## src/rtl/alu_ctrl_pkg.sv

```systemverilog
// Shared definitions for the ALU control sequencer: funct codes, the
// sequencer state encoding and the funct classification helpers.
package alu_ctrl_pkg;

    localparam logic [5:0] FN_AND    = 6'd36;
    localparam logic [5:0] FN_OR     = 6'd37;
    localparam logic [5:0] FN_ADD    = 6'd32;
    localparam logic [5:0] FN_SUB    = 6'd34;
    localparam logic [5:0] FN_SLT    = 6'd42;
    localparam logic [5:0] FN_SLL    = 6'd0;
    localparam logic [5:0] FN_MULTU  = 6'd25;
    localparam logic [5:0] FN_DIVU   = 6'd27;
    localparam logic [5:0] HILO_OPEN = 6'b111111;

    typedef enum logic [1:0] {
        IDLE = 2'd0,
        ITER = 2'd1,
        HILO = 2'd2
    } state_t;

    // True for the ops that need the WIDTH-cycle iteration sequence.
    function automatic logic is_multicycle(input logic [5:0] f);
        return (f == FN_MULTU) || (f == FN_DIVU);
    endfunction

    // True for every funct code the sequencer knows how to steer.
    function automatic logic is_supported(input logic [5:0] f);
        return (f == FN_AND) || (f == FN_OR) || (f == FN_ADD) ||
               (f == FN_SUB) || (f == FN_SLT) || (f == FN_SLL) ||
               is_multicycle(f);
    endfunction

endpackage

```

## src/rtl/iter_counter.sv

```systemverilog
// Iteration counter for multi-cycle ops. Counts up from zero while enabled,
// saturates at WIDTH-1 so it can never wrap inside an op, and flags the
// final iteration. Kept generic so the divider can reuse it.
module iter_counter #(
    parameter int WIDTH = 32,
    parameter int CNT_W = $clog2(WIDTH + 1)
) (
    input  logic             clk,
    input  logic             clear,
    input  logic             enable,
    output logic [CNT_W-1:0] count,
    output logic             terminal
);

    localparam logic [CNT_W-1:0] LAST = CNT_W'(WIDTH - 1);

    // Clear has priority; otherwise advance only until the last iteration.
    always_ff @(posedge clk) begin
        if (clear) begin
            count <= '0;
        end else if (enable && !terminal) begin
            count <= count + 1'b1;
        end
    end

    assign terminal = (count == LAST);

endmodule

```

## src/rtl/alu_control_seq.sv

```systemverilog
// ALU control sequencer: accepts a funct code through start/busy/done,
// drives the unit select buses, and sequences MULTU/DIVU through WIDTH
// iteration cycles followed by a single HiLo write cycle.
module alu_control_seq
    import alu_ctrl_pkg::*;
#(
    parameter int WIDTH = 32,
    parameter int CNT_W = $clog2(WIDTH + 1)
) (
    input  logic             clk,
    input  logic             rst,
    input  logic             start,
    input  logic [5:0]       funct,
    output logic [5:0]       alu_sel,
    output logic [5:0]       sht_sel,
    output logic [5:0]       mul_sel,
    output logic [5:0]       mux_sel,
    output logic             busy,
    output logic             done,
    output logic             hilo_we,
    output logic             illegal,
    output logic [CNT_W-1:0] iter
);

    state_t     state;
    logic [5:0] sel_q;
    logic [5:0] fn_q;
    logic       accept;
    logic       cnt_clear;
    logic       cnt_en;
    logic       cnt_term;

    assign accept = (state == IDLE) && start;

    // Counter restarts on reset, on a new multi-cycle accept and when leaving HILO.
    always_comb begin
        cnt_clear = 1'b0;
        cnt_en    = 1'b0;
        if (rst || (state == HILO) || (accept && is_multicycle(funct))) begin
            cnt_clear = 1'b1;
        end
        if (state == ITER) begin
            cnt_en = 1'b1;
        end
    end

    iter_counter #(
        .WIDTH (WIDTH),
        .CNT_W (CNT_W)
    ) u_iter_counter (
        .clk      (clk),
        .clear    (cnt_clear),
        .enable   (cnt_en),
        .count    (iter),
        .terminal (cnt_term)
    );

    // Sequencer FSM with all control outputs registered; pulses default low each cycle.
    always_ff @(posedge clk) begin
        if (rst) begin
            state   <= IDLE;
            sel_q   <= FN_ADD;
            fn_q    <= FN_ADD;
            busy    <= 1'b0;
            done    <= 1'b0;
            hilo_we <= 1'b0;
            illegal <= 1'b0;
        end else begin
            done    <= 1'b0;
            hilo_we <= 1'b0;
            illegal <= 1'b0;
            case (state)
                IDLE: begin
                    if (start) begin
                        if (!is_supported(funct)) begin
                            illegal <= 1'b1;
                        end else if (is_multicycle(funct)) begin
                            sel_q <= funct;
                            fn_q  <= funct;
                            busy  <= 1'b1;
                            state <= ITER;
                        end else begin
                            sel_q <= funct;
                            fn_q  <= funct;
                            done  <= 1'b1;
                        end
                    end
                end
                ITER: begin
                    if (cnt_term) begin
                        state   <= HILO;
                        sel_q   <= HILO_OPEN;
                        hilo_we <= 1'b1;
                        done    <= 1'b1;
                    end
                end
                HILO: begin
                    state <= IDLE;
                    sel_q <= fn_q;
                    busy  <= 1'b0;
                end
                default: begin
                    state <= IDLE;
                    busy  <= 1'b0;
                end
            endcase
        end
    end

    assign alu_sel = sel_q;
    assign sht_sel = sel_q;
    assign mul_sel = sel_q;
    assign mux_sel = sel_q;

endmodule

```

## config.mk

```make
export PLATFORM = sky130hd
export DESIGN_NAME = alu_control_seq
export DESIGN_NICKNAME = d
export VERILOG_FILES = /design/src/rtl/alu_ctrl_pkg.sv /design/src/rtl/iter_counter.sv /design/src/rtl/alu_control_seq.sv
export SDC_FILE = /design/constraint.sdc
export NUM_CORES = 1
export LEC_CHECK = 0
export BUFFER_PORTS_ARGS = -buffer_cell sky130_fd_sc_hd__buf_2
export CORE_ASPECT_RATIO = 0.7
export CORE_MARGIN = 1.5
export CORE_UTILIZATION = 45
export CTS_CLUSTER_SIZE = 20
export DETAILED_ROUTE_END_ITERATION = 10
export GPL_TIMING_DRIVEN = 1
export PLACE_DENSITY = 0.72
export SETUP_SLACK_MARGIN = 0.2
export SKIP_CTS_REPAIR_TIMING = 1
export SYNTH_ARGS = -nofsm -noshare
export SYNTH_HDL_FRONTEND = slang
export SYNTH_SLANG_ARGS = --single-unit
export TNS_END_PERCENT = 100
```

## constraint.sdc

```tcl
create_clock -name clk -period 3.5 [get_ports clk]
set_clock_uncertainty 0.05 [all_clocks]
set_input_delay 0.7 -clock clk [delete_from_list [all_inputs] [get_ports clk]]
set_output_delay 0.7 -clock clk [all_outputs]
set_load 0.02 [all_outputs]
```

## Word level (Yosys, flattened, before mapping)

Cells that the tools add are included.

- $add $sub $neg: 1
- Eq/ne operators: 14
- Muxes and demuxes: 21
- Bitwise gates (word level): 3
- Reductions and logical operators: 22

Operators with widths:

| cell | count |
|---|---|
| 6-bit equality test, second input constant | 5 |
| 6-bit by 5-bit equality test with 1-bit output, second input constant | 3 |
| 6-bit 2-to-1 mux | 3 |
| 6-bit case mux with 3 select lines | 1 |
| 4-bit AND reduction | 3 |
| 1-bit 2-to-1 mux | 10 |
| 1-bit logical OR | 9 |
| 2-bit 2-to-1 mux | 4 |
| 6-bit by 1-bit adder with 6-bit output, second input constant | 1 |
| 6-bit zero test | 1 |
| 2-bit by 1-bit != test with 1-bit output, second input constant | 3 |
| 1-bit case mux with 2 select lines | 2 |
| 2-bit case mux with 2 select lines | 1 |
| 1-bit logical AND | 3 |
| 1-bit NOT | 3 |
| 3-bit AND reduction | 1 |
| 3-bit nonzero test | 1 |
| 3-bit OR reduction | 1 |
| 2-bit by 1-bit equality test with 1-bit output, second input constant | 1 |
| 2-bit equality test, second input constant | 1 |
| 2-bit zero test | 1 |
| 2-bit != test, second input constant | 1 |
| 2-bit OR reduction | 1 |
| 1-bit zero test | 1 |

- Bits in registers: 24
- Bits of input ports: 9
- Output and inout bits: 34
- Logic and storage cells: 69

## Logic depth before layout (Yosys ltp)

Gate-level depths: netlist (run 1).

- Depth after elaboration: 10
- Mapped depth: 9
- Mapped depth without buffers: 7

## Hierarchy

From an unflattened synthesis (run 1), not the netlist that was laid out.

- Cell total of the unflattened synthesis: 168
- Area total of the unflattened synthesis: 1418.9 µm²

Modules (own cells, without submodules):

| module | instances | cells each | area each (µm²) | seq. area each (µm²) |
|---|---|---|---|---|
| alu_control_seq | 1 | 129 | 1061.0 | 360.3 |
| iter_counter | 1 | 39 | 357.8 | 120.1 |

## Least setup slack after synthesis (run 1)

OpenSTA, ideal clock, no wires.

- Path type: in2reg
- Start point: input port funct[4]
- End point: register sel_q[0], in the netlist alu_sel[0]
- Setup time: 0.116 ns
- Arrival time: 1.934 ns
- Required time: 3.334 ns
- Path slack: 1.400 ns
- Stages on the path: 6
- Path buffers: 1
- Cell sequence: nor4b_2 > a32oi_2 > a211o_4 > and2_4 > buf_6 > a31o_1

- Word-level cells in the longest chain between the ends: 9
- Elaborated cells on any way between the ends: 17
- Classes of those cells: eq/ne (8); reduce/logical (9)

Ends and longest elaborated chain:

| item | line | RTL |
|---|---|---|
| start, declared | alu_control_seq.sv:13 | `input logic [5:0] funct,` |
| 6-bit equality test | alu_ctrl_pkg.sv:28 | `return (f == FN_AND) \|\| (f == FN_OR) \|\| (f == FN_ADD) \|\|` |
| 1-bit logical OR (3 in series) | alu_ctrl_pkg.sv:28 |  |
| 1-bit logical OR (2 in series) | alu_ctrl_pkg.sv:29 | `(f == FN_SUB) \|\| (f == FN_SLT) \|\| (f == FN_SLL) \|\|` |
| 1-bit logical OR (*) | alu_ctrl_pkg.sv:29 |  |
| 2-bit by 1-bit != test with 1-bit output (no line) (*) | - |  |
| 4-bit AND reduction (no line) (*) | - |  |
| end signal, assigned | alu_control_seq.sv:78 | `sel_q <= funct;` |
| end signal, assigned | alu_control_seq.sv:83 | `sel_q <= funct;` |
| end signal, assigned | alu_control_seq.sv:99 | `sel_q <= fn_q;` |
| end, declared | alu_control_seq.sv:26 | `logic [5:0] sel_q;` |

Mark *: on every way between the ends. The rest lies on a longest branch, timed or not.
A chain may end at the register's enable or synchronous reset.

## Worst setup path after layout (run 1)

- Start point: register state[1]
- End point: register sel_q[5], in the netlist alu_sel[5]

- Word-level cells in the longest chain between the ends: 3
- Elaborated cells on any way between the ends: 9
- Classes of those cells: eq/ne (5); mux (1); reduce/logical (3)

Ends and longest elaborated chain:

| item | line | RTL |
|---|---|---|
| start, declared | alu_control_seq.sv:25 | `state_t state;` |
| start signal, assigned | alu_control_seq.sv:61 | `state <= IDLE;` |
| start signal, assigned | alu_control_seq.sv:81 | `state <= ITER;` |
| start signal, assigned | alu_control_seq.sv:91 | `state <= HILO;` |
| 2-bit by 1-bit equality test with 1-bit output (tied with other cells) | alu_control_seq.sv:72 | `case (state)` |
| 2-bit by 1-bit != test with 1-bit output (no line) (tied with other cells) | - |  |
| 4-bit AND reduction (no line) | - |  |

Several ways; a longest one is shown, not always the timed one.

==> results of run 1 <==
[per-layer routing]
layer  track usage  up-vias  part of all wire
met5             0        -                 0
met1        0.2660      474              0.46
met3       0.04651        8             0.072
met2        0.2686       42              0.45
met4       0.07333        0             0.019
li1              -      543                 -
[per-stage QoR]
step	instances	util	hold WS [ns]	cell area (um^2)	power, W
2_1_floorplan	150	-	0.3920	1335	0.0003890
3_3_place_gp	201	0.5013	0.4109	1405	0.0004052
3_5_place_dp	201	0.5013	0.4140	1405	0.0004072
4_1_cts	205	0.5210	0.4360	1460	0.0005955
5_1_grt	205	0.5210	0.4733	1460	0.0006237
6_report	205	0.5210	0.4337	1460	0.0005872
[worst register-to-register path, stage by stage (launching register included)]
cell and delay [ns]:
dfxtp_1 0.33, inv_1 0.09, ha_1 0.45, inv_1 0.14, a31oi_4 0.36, or3_1 0.29
and2_4 0.22, o211ai_1 0.10
[layout by cell type, fill, tap and decap left out]
| cell type | n |
|---|---|
| buf_2 | 42 |
| dfxtp_1 | 24 |
| nor2_1 | 16 |
| a21oi_1 | 14 |
| nand2_1 | 10 |
| o211ai_1 | 6 |
| mux2i_1 | 6 |
| inv_1 | 5 |
| nand4_1 | 5 |
| a31o_1 | 5 |
| ha_1 | 4 |
| clkbuf_8 | 4 |
| nor3_1 | 3 |
| xor2_1 | 3 |
| or2b_2 | 2 |
| nand3_1 | 2 |
| or3_1 | 2 |
| o21ai_0 | 2 |
| o211a_1 | 2 |
| xnor2_1 | 2 |
| and2_2 | 1 |
| o221a_2 | 1 |
| and3_4 | 1 |
| nor4b_2 | 1 |
| a32oi_2 | 1 |
| or2_2 | 1 |
| a31oi_4 | 1 |
| a211o_4 | 1 |
| and2_4 | 1 |
| a21oi_2 | 1 |
[flip-flops by register name (all words and copies together), names as in the netlist]
register / flops
alu_sel: 6
fn_q: 6
u_iter_counter.count: 6
state: 2
busy: 1
done: 1
hilo_we: 1
illegal: 1
[cells by family after synthesis]
group | synth area share
flip-flops | 0.3599
multiplexers | 0.04499
AO/OA/AOI/OAI | 0.1978
AND/OR/NAND/NOR | 0.1743
adder cells (fa/ha/maj) | 0.03749
XOR/XNOR | 0.03281
buffers and inverters | 0.1528
[final timing paths]
check	to	from	slack [ns]	cells after the start
worst max-delay path	alu_sel[5]	state[1]	1.32	7
worst min register to register	fn_q[5]	fn_q[5]	0.43	2
worst min-delay path	fn_q[5]	fn_q[5]	0.43	2
worst max register to register	alu_sel[5]	state[1]	1.32	7
[power groups by stage]
stage	Combinational (W)	Clock, W	Sequential [W]
after floorplan	0.0000883	0	0.000301
after global placement	0.000111	0	0.000294
after detailed placement	0.000113	0	0.000295
after CTS	0.000113	0.000194	0.000288
after global routing	0.000125	0.000208	0.000290
final	0.000115	0.000184	0.000288
[final cells by class]
class	instances	area, um^2
fillers	267	1343
multi-input cells	94	650.6
flip-flops and latches	24	480.5
repair buffers	42	210.2
clock buffers	4	55.05
well taps	36	45.04
inverters	5	18.77
==> results.sh, run 1 <==
export IMPL_p_comb_frac=0.196
export IMPL_grt_pass1_wl_um=4698
export IMPL_numCtsBuffers=3
export IMPL_grt_overflow=0
export IMPL_dieArea_mm2=0.003308
export IMPL_crit_path_max_fanout=12
export IMPL_netSwitchingFraction=0.2812
export IMPL_p_leak_nw=0.6572
export IMPL_clock_path_buffers=2
export IMPL_powerDensity_mw_per_mm2=402.2
export IMPL_period_share=0.6219
export IMPL_start_kind="flop"
export IMPL_clk_latency_ns=0.27
export IMPL_rsz0062_at_grt="false"
export IMPL_ant_nets=0
export IMPL_yosysMostFrequentCell="dfxtp_1"
export IMPL_ys_dominant_reg_cell="dfxtp_1"
export IMPL_avgSynthCellArea_um2=8.900
export IMPL_syn_area_mm2=0.001335
export IMPL_cts_root_buffer="clkbuf_8"
export IMPL_dr_pass1_iters=4
export IMPL_ys_top_cells_by_count="24 x dfxtp_1, 18 x buf_4, 16 x nor2_1, 14 x a21oi_1, 10 x nand2_1"
export IMPL_synthArstFlopShare=0
export IMPL_grt_use_total=0.1869
export IMPL_worstPathArrival_ns=2.25
export IMPL_status="complete, no violations"
export IMPL_synth_edf_count=0
export IMPL_vias=1067
export IMPL_io_buffers=42
export IMPL_cts_tree="yes"
export IMPL_ios=43
export IMPL_crit_required_ns=3.58
export IMPL_yosys_area_top_type="dfxtp_1"
export IMPL_antenna_cells=0
export IMPL_h_tree_depth=1
export IMPL_switchingPower_w=0.0001652
export IMPL_ys_warn_count=0
export IMPL_cp_num_buf_inv=2
export IMPL_cpMostUsedCell="inv_1"
export IMPL_maxSlewHeadroom=0.6915
export IMPL_pre_cts_ws_ns=1.222
export IMPL_clock_power_share=0.314
export IMPL_syn2layout_area_growth_pct=9.372
export IMPL_drv_slew=0
export IMPL_drtIter0Drc=63
export IMPL_crit_path_top_delay_cell="ha_1"
export IMPL_hp_class="reg -> reg"
export IMPL_initial_core_util=0.4763
export IMPL_clk_pin_slew_ns=0.08
export IMPL_max_freq_ghz=0.4594
export IMPL_critical_path_top_delay_family="simple AND/OR/NAND/NOR gates"
export IMPL_syn_inst=150
export IMPL_tns_ns=0
export IMPL_synth_seq_cells=24
export IMPL_path_cells="inv_1 -> ha_1 -> inv_1 -> a31oi_4 -> or3_1 -> and2_4 -> o211ai_1"
export IMPL_max_cap_violations=0
export IMPL_finalWorstSetupSlack_ns=1.323
export IMPL_period_minus_slack_ns=2.177
export IMPL_grt_pass1_vias=994
export IMPL_vias_per_cell=5.205
export IMPL_cts_sinks=24
export IMPL_fin_nets=183
export IMPL_seq_area_frac_synth=0.3599
export IMPL_fp_dieW_um=68.10
export IMPL_p_int_w=0.0004221
export IMPL_core_area_mm2=0.002803
export IMPL_worst_slew_pin_slew_ns=0.4627
export IMPL_synth_area_leaders="dfxtp_1 36%, buf_4 10%, a21oi_1 5.2%"
export IMPL_synth_nets=163
export IMPL_seqPwrFrac=0.491
export IMPL_row_count=16
export IMPL_wl_per_cell_um=13.33
export IMPL_routabilityCongestion=0.8707
export IMPL_finalSetupViolCount=0
export IMPL_synth_top_area_share=0.3599
export IMPL_grt_max_degree=16
export IMPL_hold_viol_final=0
export IMPL_max_stage_delay_ns=0.45
export IMPL_critical_path_endpoint_type="flop"
export IMPL_drive_gt1_frac=0.3432
export IMPL_ir_drop_mv=0.2520
export IMPL_drcViolationCount=0
export IMPL_dp_hpwl_um=2011
export IMPL_antenna_found_initial=0
export IMPL_ys_types=32
export IMPL_die_h_um=48.57
export IMPL_routed_wl_um=2733
export IMPL_crit_type="reg -> reg"
Power figures use the tool's default switching activity.
==> run 2, diff against run 1 <==
Settings changed: ABC_AREA from default to 1, PLACE_DENSITY 0.72 to 0.71.
Clock period 3.5 ns to 2.05 ns, I/O delays scaled along.
==> results.sh, run 2 <==
export IMPL_syn_inst=198
export IMPL_syn_area_mm2=0.001436
export IMPL_core_area_mm2=0.002923
export IMPL_clk_pin_slew_ns=0.08
export IMPL_ant_nets=0
export IMPL_critical_path_endpoint_type="flop"
export IMPL_ys_dominant_reg_cell="dfxtp_1"
export IMPL_grt_overflow=0
export IMPL_drv_slew=0
export IMPL_dr_pass1_iters=5
export IMPL_period_share=0.8099
export IMPL_hp_class="in -> reg"
export IMPL_grt_use_total=0.1547
export IMPL_max_stage_delay_ns=0.39
export IMPL_path_cells="ha_1 -> nand2_1 -> nor2_2 -> nand2_1 -> nand2_2 -> nor2_1 -> xor2_1 -> inv_1 -> nor2_1"
export IMPL_routed_wl_um=2677
export IMPL_synth_edf_count=0
export IMPL_hold_viol_final=0
export IMPL_rsz0062_at_grt="false"
export IMPL_finalCoreUtilization=0.5351
export IMPL_fin_nets=236
export IMPL_row_count=16
export IMPL_cts_sinks=24
export IMPL_grt_max_degree=15
export IMPL_cts_tree="yes"
export IMPL_worstPathArrival_ns=1.81
export IMPL_synth_nets=211
export IMPL_seq_area_frac_synth=0.3345
export IMPL_die_h_um=50.27
export IMPL_nFillCells=300
export IMPL_dieArea_mm2=0.003545
export IMPL_synthArstFlopShare=0
export IMPL_yosys_area_top_type="dfxtp_1"
export IMPL_maxSlewHeadroom=0.7606
export IMPL_antenna_cells=0
export IMPL_grt_pass1_wl_um=4326
export IMPL_syn2layout_area_growth_pct=8.885
export IMPL_powerDensity_mw_per_mm2=587.7
export IMPL_vias_per_cell=4.883
export IMPL_start_kind="flop"
export IMPL_ios=43
export IMPL_clk_latency_ns=0.27
export IMPL_worst_slew_pin_slew_ns=0.3591
export IMPL_h_tree_depth=1
export IMPL_crit_path_top_delay_cell="dfxtp_1"
export IMPL_critical_path_top_delay_family="simple AND/OR/NAND/NOR gates"
export IMPL_layout_commonest_cell="buf_2"
export IMPL_fp_dieW_um=70.53
export IMPL_numCtsBuffers=3
export IMPL_crit_type="reg -> reg"
export IMPL_cp_num_buf_inv=1
export IMPL_synth_area_leaders="dfxtp_1 33%, buf_4 9.4%, nand2_1 8.4%"
export IMPL_avgSynthCellArea_um2=7.254
export IMPL_routabilityCongestion=0.7642
export IMPL_ys_warn_count=0
export IMPL_clock_path_buffers=2
export IMPL_crit_required_ns=2.20
export IMPL_ys_types=28
export IMPL_cts_root_buffer="clkbuf_8"
export IMPL_wl_per_cell_um=10.42
export IMPL_io_buffers=42
export IMPL_drtIter0Drc=41
export IMPL_synth_seq_cells=24
export IMPL_finalSetupViolCount=0
export IMPL_max_freq_ghz=0.6023
export IMPL_drive_gt1_frac=0.3032
export IMPL_tns_ns=0
export IMPL_p_leak_nw=0.7715
export IMPL_status="complete, no violations"
export IMPL_drcViolationCount=0
export IMPL_dp_hpwl_um=2112
export IMPL_vias=1255
export IMPL_period_minus_slack_ns=1.660
export IMPL_max_cap_violations=0
export IMPL_yosysMostFrequentCell="nand2_1"
export IMPL_antenna_found_initial=0
export IMPL_ys_top_cells_by_count="32 x nand2_1, 31 x inv_1, 24 x dfxtp_1, 20 x a21oi_1"
export IMPL_synth_top_area_share=0.3345
export IMPL_final_cell_mix="42 x buf_2, 32 x nand2_1, 31 x inv_1"
export IMPL_crit_path_max_fanout=14
export IMPL_initial_core_util=0.4914
export IMPL_grt_pass1_vias=1016
export IMPL_ir_drop_mv=0.3220
run 2: cell count changes after synthesis, moves of 4 or more:
cell / before / now
a21oi_1: 14 / 20
inv_1: 5 / 31
a31o_1: 5 / 0
nand3_1: 2 / 7
nor2_2: 0 / 4
mux2i_1: 6 / 0
o211ai_1: 6 / 0
clkbuf_1: 6 / 0
nand2_1: 10 / 32
o21ai_1: 0 / 6
run 2: logic make-up after synthesis:
kind of cell | count (synthesis) | share of synthesized area
compound gates | 33 | 0.1289
simple gates | 80 | 0.2848
fa+ha+maj | 4 | 0.03484
buf+inv | 56 | 0.2108
xor+xnor | 1 | 0.006099
flops | 24 | 0.3345
run 2: power by group:
part	switching, W	internal [W]
Sequential	0.00000806	0.000479
Clock	0.000146	0.000132
Combinational	0.000103	0.0000510
Total	0.000257	0.000662
run 2: through the flow:
step	setup slack (ns)	power [W]	hold WS [ns]	instance area (um^2)	instances
4_1_cts	0.3911	0.0009260	0.3344	1562	257
2_1_floorplan	0.4795	0.0006296	0.3798	1436	198
3_5_place_dp	0.4087	0.0006528	0.4038	1520	254
3_3_place_gp	0.4387	0.0006514	0.4009	1520	254
6_report	0.3898	0.0009191	0.3377	1564	257
5_1_grt	0.2037	0.0009598	0.3396	1564	257
run 2: final timing paths:
kind         depth (start not counted)                       to  slack (ns)                     from
min reg2reg                          2                  fn_q[1]        0.41                  fn_q[1]
max                                  9  u_iter_counter.count[3]        0.39  u_iter_counter.count[0]
min                                  2                  fn_q[4]        0.34                      rst
max reg2reg                          9  u_iter_counter.count[3]        0.39  u_iter_counter.count[0]
run 2: metal layers:
| layer | vias up | global-route usage | share of wire |
|---|---|---|---|
| li1 | 658 | - | - |
| met1 | 553 | 0.2118 | 0.52 |
| met2 | 40 | 0.2311 | 0.40 |
| met3 | 4 | 0.05622 | 0.077 |
| met4 | 0 | 0.03846 | 0.0090 |
| met5 | - | 0 | 0 |
run 2: layout make-up:
type | count | area, um^2 | share of cell area
well taps | 36 | 45.04 | 0.02880
clock buffers | 3 | 41.29 | 0.02640
flip-flops and latches | 24 | 480.5 | 0.3072
inverters | 33 | 123.9 | 0.07920
multi-input cells | 118 | 655.6 | 0.4192
repair buffers | 43 | 217.7 | 0.1392
run 2: worst register-to-register path: stages (launching register included):
cell     delay (ns)
dfxtp_1        0.39
ha_1           0.19
nand2_1        0.09
nor2_2         0.16
nand2_1        0.08
nand2_2        0.22
nor2_1         0.11
xor2_1         0.14
inv_1          0.05
nor2_1         0.10
